==> src/rtl/spec_video_pkg.sv <==
// Shared VRAM arbiter types: bus widths, arbiter state enum and wait-owner flag.
package spec_video_pkg;
  localparam int VRAM_AW = 14;
  localparam int VRAM_DW = 16;
  localparam int PIX_W   = 8;
  localparam int COL_W   = 3;

  typedef enum logic [2:0] {IDLE, VRD, CRD, CWR, WAIT, ACK} state_t;
  typedef enum logic {VID, CPU} owner_t;

  function automatic int lat_cnt_w(input int lat);
    return (lat < 1) ? 1 : $clog2(lat + 1);
  endfunction
endpackage

==> src/rtl/spec_vram_latency_ctr.sv <==
// Memory read-latency down-counter: load on entering WAIT, done on the last wait clock.
module spec_vram_latency_ctr
  import spec_video_pkg::*;
#(
  parameter int MEM_LAT = 1
) (
  input  logic clk,
  input  logic reset,
  input  logic load,
  output logic done
);
  localparam int CW = lat_cnt_w(MEM_LAT);

  logic [CW-1:0] cnt;

  // Parks at zero once expired, so it never wraps between accesses.
  always_ff @(posedge clk) begin
    if (reset)             cnt <= '0;
    else if (load)         cnt <= CW'(MEM_LAT);
    else if (cnt != '0)    cnt <= cnt - 1'b1;
  end

  assign done = (cnt == CW'(1));
endmodule

==> src/rtl/spec_vram_arbiter.sv <==
// VRAM arbiter: raster fetch always wins, CPU takes the idle slots.
// Optional SPEC_COLOR_EN: CPU writes carry cpu_color instead of fixed white.
module spec_vram_arbiter
  import spec_video_pkg::*;
#(
  parameter int AW      = VRAM_AW,
  parameter int DW      = VRAM_DW,
  parameter int MEM_LAT = 1
) (
  input  logic          clkVid,
  input  logic          reset,
  input  logic          vid_req,
  input  logic [AW-1:0] vid_addr,
  output logic [DW-1:0] vid_data,
  output logic          vid_valid,
  input  logic          cpu_req,
  input  logic          cpu_we,
  input  logic [AW-1:0] cpu_addr,
  input  logic [7:0]    cpu_wdata,
  input  logic [2:0]    cpu_color,
  output logic [DW-1:0] cpu_rdata,
  output logic          cpu_ack,
  output logic [AW-1:0] mem_addr,
  output logic [DW-1:0] mem_wdata,
  output logic          mem_rd,
  output logic          mem_we,
  input  logic [DW-1:0] mem_rdata
);
  state_t        state, state_n;
  owner_t        owner;
  logic          vid_pend;
  logic [AW-1:0] vaddr_q;
  logic          ctr_load, ctr_done;
  logic [DW-1:0] wr_word;
  logic          unused_color;

  spec_vram_latency_ctr #(.MEM_LAT(MEM_LAT)) u_lat (
    .clk   (clkVid),
    .reset (reset),
    .load  (ctr_load),
    .done  (ctr_done)
  );

`ifdef SPEC_COLOR_EN
  logic [COL_W-1:0] color_q;

  always_ff @(posedge clkVid) begin
    if (reset)             color_q <= '0;
    else if (state == CWR) color_q <= cpu_color;
  end

  assign wr_word      = DW'({5'b0, cpu_color, cpu_wdata});
  assign unused_color = ^color_q;
`else
  assign wr_word      = DW'({8'h07, cpu_wdata});
  assign unused_color = ^cpu_color;
`endif

  // A strobe arriving this cycle counts as pending so an idle bus starts the fetch at once.
  always_comb begin
    state_n   = state;
    mem_rd    = 1'b0;
    mem_we    = 1'b0;
    mem_addr  = '0;
    mem_wdata = '0;
    ctr_load  = 1'b0;
    case (state)
      IDLE: begin
        if (vid_pend || vid_req) state_n = VRD;
        else if (cpu_req)        state_n = cpu_we ? CWR : CRD;
      end
      VRD: begin
        mem_rd   = 1'b1;
        mem_addr = vaddr_q;
        ctr_load = 1'b1;
        state_n  = WAIT;
      end
      CRD: begin
        mem_rd   = 1'b1;
        mem_addr = cpu_addr;
        ctr_load = 1'b1;
        state_n  = WAIT;
      end
      CWR: begin
        mem_we    = 1'b1;
        mem_addr  = cpu_addr;
        mem_wdata = wr_word;
        state_n   = ACK;
      end
      WAIT: if (ctr_done) state_n = (owner == VID) ? IDLE : ACK;
      ACK:  state_n = IDLE;
      default: state_n = IDLE;
    endcase
  end

  always_ff @(posedge clkVid) begin
    if (reset) begin
      state     <= IDLE;
      owner     <= VID;
      vid_pend  <= 1'b0;
      vaddr_q   <= '0;
      vid_data  <= '0;
      vid_valid <= 1'b0;
      cpu_rdata <= '0;
      cpu_ack   <= 1'b0;
    end else begin
      state <= state_n;
      if (state == VRD)      owner <= VID;
      else if (state == CRD) owner <= CPU;

      // A fresh strobe beats the clear, so a request landing in VRD is not lost.
      if (vid_req) begin
        vid_pend <= 1'b1;
        vaddr_q  <= vid_addr;
      end else if (state == VRD) begin
        vid_pend <= 1'b0;
      end

      vid_valid <= 1'b0;
      cpu_ack   <= 1'b0;
      if (state == WAIT && ctr_done) begin
        if (owner == VID) begin
          vid_data  <= mem_rdata;
          vid_valid <= 1'b1;
        end else begin
          cpu_rdata <= mem_rdata;
          cpu_ack   <= 1'b1;
        end
      end
      if (state == CWR) cpu_ack <= 1'b1;
    end
  end
endmodule

==> config.mk <==
export PLATFORM = sky130hd
export DESIGN_NAME = spec_vram_arbiter
export DESIGN_NICKNAME = d
export VERILOG_FILES = /design/src/rtl/spec_video_pkg.sv /design/src/rtl/spec_vram_latency_ctr.sv /design/src/rtl/spec_vram_arbiter.sv
export SDC_FILE = /design/constraint.sdc
export NUM_CORES = 1
export LEC_CHECK = 0
export CAP_MARGIN = 25
export CORE_UTILIZATION = 40
export DETAILED_ROUTE_END_ITERATION = 10
export PLACE_DENSITY_LB_ADDON = 0.12
export SYNTH_ARGS = -nofsm -noshare
export SYNTH_HDL_FRONTEND = slang
export SYNTH_SLANG_ARGS = --single-unit
==> constraint.sdc <==
create_clock -name clkVid -period 1.5 [get_ports clkVid]
set_input_delay 0.225 -clock clkVid [delete_from_list [all_inputs] [get_ports clkVid]]
set_output_delay 0.225 -clock clkVid [all_outputs]
set_load 0.01 [all_outputs]
# Yosys cells after proc, flatten, opt, wreduce, memory -nomap -nowiden
# Index checks and enable logic that the tools add are counted.
totals:
  reg_bits: 54
  latchBits: 0
  mem_bits_rw: 0
  mem_bits_ro: 0
  input_bits: 60
  out_inout_bits: 66
  wordCells: 47
  memories: 0
classes:
  n_addsub: 1
  multipliers: 0
  div_mod_pow: 0
  order_cmp: 0
  eq_ne: 6
  shift: 0
  mux: 18
  n_bitwise: 2
  n_reduce_logical: 11
ops:
  columns: ["operator", "n"]
  rows:
  - ["14-bit case mux with 2 select lines", 1]
  - ["3-bit two-way mux", 4]
  - ["3-bit case mux with 4 select lines", 1]
  - ["1-bit two-way mux", 11]
  - ["11-bit two-way mux", 1]
  - ["2-bit OR reduction", 4]
  - ["3-bit by 2-bit equality test with 1-bit output (second input constant)", 2]
  - ["2-bit AND reduction", 3]
  - ["3-bit by 1-bit equality test with 1-bit output (second input constant)", 1]
  - ["3-bit equality test (second input constant)", 1]
  - ["3-bit logical NOT", 1]
  - ["3-bit inequality test (second input constant)", 1]
  - ["2-bit by 1-bit inequality test with 1-bit output (second input constant)", 1]
  - ["1-bit inverter", 2]
  - ["2-bit nonzero test", 1]
  - ["1-bit logical AND", 1]
  - ["1-bit logical OR", 1]
  - ["1-bit subtractor (second input constant)", 1]

# Logic depth before layout (Yosys ltp)
logic_depth:
  ltp_word: 4
  ltp_mapped: 5
  mapped_depth_nobuf: 4

# Cells and area by module
# Synthesis repeated with hierarchy kept, for this count alone.
hier_totals:
  hier_cells: 273
  hier_area_um2: 2531.2
modules_own_cells:
  columns: ["mod", "n_inst", "cells_per_inst", "area_each_um2", "seq_area_each_um2"]
  rows:
  - ["spec_vram_arbiter", 1, 271, 2497.4, 1061.0]
  - ["spec_vram_latency_ctr", 1, 2, 33.8, 20.0]

# Worst setup path before layout
# No wires, ideal clock.
synth_path:
  path_kind: "register -> output"
  start: "register state[1]"
  end: "output mem_addr[11]"
  arrival_ns: 1.082
  required_ns: 1.275
  setup_slack_ns: 0.193
  stages_incl_launch_ff: 5
  n_path_buf: 2
  path_cell_list: "dfxtp_1 > buf_4 > buf_2 > nand2_1 > a21oi_1"
synth_via:
  elab_chain_cells: 3
  elab_cells_between_ends: 5
  classes_between: "eq/ne (3); mux (1); reduce/logical (1)"
synth_rtl:
  columns: ["element", "line_no", "text"]
  rows:
  - ["start: declaration", "spec_vram_arbiter.sv:29", "state_t state, state_n;"]
  - ["start signal: assignment", "spec_vram_arbiter.sv:107", "state <= state_n;"]
  - ["3-bit by 2-bit equality test with 1-bit output", "spec_vram_arbiter.sv:67", "case (state)"]
  - ["2-bit OR reduction (no source line)", null, null]
  - ["14-bit case mux with 2 select lines *", "spec_vram_arbiter.sv:67", null]
  - ["end: declaration", "spec_vram_arbiter.sv:23", "output logic [AW-1:0] mem_addr,"]
# Every way passes the cells marked *; elsewhere a longest branch is shown, timed or not.

# Worst setup path in the final report
layout_path:
  start: "register state[1]"
  end: "output mem_wdata[0]"
layout_via:
  elab_chain_cells: 2
layout_rtl:
  columns: ["element", "line_no", "text"]
  rows:
  - ["3-bit by 2-bit equality test with 1-bit output", "spec_vram_arbiter.sv:67", null]
  - ["11-bit two-way mux", "spec_vram_arbiter.sv:67", null]
  - ["end: declaration", "spec_vram_arbiter.sv:24", "output logic [DW-1:0] mem_wdata,"]
# Every way passes these cells.

==> results by group <==
Floorplanning
  • Rows: 28
  • Core region area: 5960 µm²
  • Die ar.: 6560 µm²
  • Die Width: 81.0 µm
  • Starting Density: 41.9%
  • I/O pins: 126
  • Die Ht: 81.0 µm

Timing
  • Final setup violation count: 20
  • Crit path time final: 1.57 ns
  • Fin crit share: 104%
  • Slew Limit Fails: 0
  • F_max: 638 MHz
  • Final Hold Fails: 0
  • Worst Setup Slack, final: -0.0666 ns
  • Clock Skew: 0.00378 ns
  • RSZ-0062 raised after global routing: yes

Finish
  • Share of cells above drive strength 1: 19.6%
  • Most frequent cells in the layout: clkdlybuf4s50_1, dfxtp_1, nand2b_1, mux2i_1, nor2_1
  • Antenna cells: 0
  • Cell area after layout: 3830 µm²
  • Area grow syn2layout: 53.7%
  • Fillers: 550
  • Finished Core Util: 64.4%
  • Most common cell after layout, fill and taps aside: clkdlybuf4s50_1
  • Nets: 437

Worst setup path
  • Reg2Reg Depth: 5
  • Crit-path max FO: 5
  • Critical path type: register to output port
  • Crit path from: state[1]$_SDFFE_PP0P_
  • Critical-path top delay cell: dfxtp_4
  • Startpoint Class: register
  • Max incr delay on CP: 0.40 ns
  • CP Data Arrival Time: 1.34 ns
  • Critical path, cell by cell: nand2_2, or2_4, clkinvlp_4, and2_1, buf_2
  • Critical Path End Type: output port
  • WP data required: 1.27 ns
  • Reg2reg start: state[1]$_SDFFE_PP0P_

Status
  • Failing checks: negative setup slack
  • Status: complete, but fails checks

Synthesis
  • Main synth FF type: dfxtp_1
  • Synth async-reset ratio: 0%
  • Synth Warn #: 0
  • #FFs+latches synth: 54
  • Sequential area share after synthesis: 43.3%
  • Post-synth EDFFs: 0
  • Mapped Avg Cell Area: 9.60 µm²
  • Post-synthesis instance total: 260
  • Synthesized area: 2490 µm²
  • Synth unique cells: 33

Clocking
  • CTS Sinks: 54
  • CTS H-Tree Depth: 2
  • Num CTS Buffers: 5
  • Clock tree buffer depth: 2
  • Clock latency on the worst-skew pair: 0.30 ns
  • Worst-path clk slew: 0.09 ns
  • Clk Tree Root Cell: clkbuf_8
  • CTS tree: done

GRT
  • Vias in the first global route: 2076
  • Grt ovf: 0
  • Initial antenna violation count: 0
  • Pin count of the biggest net entering global routing: 71
  • First-pass GRT wire length: 9380 µm
  • GRT Util Overall: 18.4%

Flow run
  • Max-cap viol count: 0

Placement
  • Hpwl dp: 4110 µm
  • Routability cong.: 0.712
  • IO buf count: 117
  • Cell area after placement: 3720 µm²
  • Dpl ws: -0.253 ns

Power and ir drop
  • Pwr dens: 744 nW/µm²
  • Lkg Pwr: 1.61 nW
  • Worst ir drop on vdd: 0.000453 V

Routing
  • DRT iter0 DRCs: 59
  • Drt drc: 0
  • Pre-antenna DRT Iters: 4
  • Via-to-Cell Ratio: 4.71
  • Drt wl/cell: 13.0 µm
  • Routed WL: 5880 µm
  • Vias post-DR: 2131
  • DRT antenna net count: 0

Hold path
  • Hold Path Origin: reset
  • Hold Path Class: input pin to register
  • WHS Path Cells: 3
[metrics by stage]
stage	power (mW)	hold slack [ns]	std cells	setup TNS, ns
after global routing	2.99	0.397	452	-2.05
after detailed placement	2.10	0.467	442	-4.10
after global placement	2.09	0.459	442	-3.64
after CTS	2.87	0.367	452	-0.947
after floorplan	1.82	0.372	264	0
final	2.85	0.371	452	-0.542
[layout make-up]
class / instances / area (µm²) / area share [%]
flip-flops and latches: 54 / 1090 / 28.3
clock inverters: 1 / 7.51 / 0.196
multi-input cells: 181 / 1320 / 34.3
repair buffers: 133 / 1240 / 32.5
inverters: 1 / 6.26 / 0.163
clock buffers: 6 / 72.6 / 1.89
well taps: 75 / 93.8 / 2.45
repair inverters: 1 / 7.51 / 0.196
[cells by family after synthesis]
kind of cell	count (synthesis)	synth area share, %
simple gates	107	24.8
other cells	1	0.150
compound gates	22	6.02
buf+inv	29	6.87
flops	54	43.3
xor+xnor	1	0.351
mux	46	18.5
[layer usage]
metal / vias to the layer above / global-route usage, % / routed length (µm)
met5: - / 0 / 0
met4: 0 / 5.36 / 53
met3: 5 / 5.17 / 444
met2: 71 / 33.0 / 2860
met1: 970 / 20.9 / 2520
li1: 1085 / - / -
[worst max-delay path: cells and delay by family (launching register included)]
kind,cells,cell delay (ns)
AND/OR/NAND/NOR,3,0.43
flip-flops,1,0.40
buffers and inverters,2,0.22
[state kept, by name (all words and copies together), names as in the netlist, 3 cells and up]
name / flops
state: 3
cpu_rdata: 16
vid_data: 16
vaddr_q: 14
[report_power, final]
part | internal, mW | total, mW | switching (mW) | leakage, nW
clock | 0.321 | 0.776 | 0.455 | 0.0373
sequential | 1.48 | 1.51 | 0.0349 | 0.440
combinational | 0.327 | 0.562 | 0.235 | 1.13
total | 2.13 | 2.85 | 0.724 | 1.61
[synthesized netlist by cell type, types with 2 or more instances]
master / count / area share, %
nand2b_1: 48 / 12
mux2i_1: 46 / 18
nor2b_1: 2 / 0.50
dfxtp_1: 54 / 43
nand3b_1: 2 / 0.60
nand2_1: 5 / 0.75
buf_2: 8 / 1.6
clkbuf_1: 7 / 1.1
a21oi_1: 6 / 1.2
nor2_1: 30 / 4.5
a22oi_1: 12 / 3.6
and2_1: 8 / 2.0
buf_4: 12 / 3.6
[what timing repair did]
action / in CTS / in global routing
pin swaps: 12 / 7
hold buffers: 0 / 0
resized for setup: 131 / 15
cloned: 2 / 0
setup buffers: 1 / 0
setup endpoints to repair: 27 / 35
[path summary, 6_finish.rpt]
kind | end | slack [ns]
hold / removal | vaddr_q[7]$_SDFFE_PP0P_ | 0.37
hold reg to reg | vid_data[9]$_SDFFE_PP0P_ | 0.48
setup reg to reg | cpu_rdata[14]$_SDFFE_PP0P_ | 0.13
setup / recovery | mem_wdata[0] | -0.07
No activity file was read; power rests on OpenSTA's default activity.
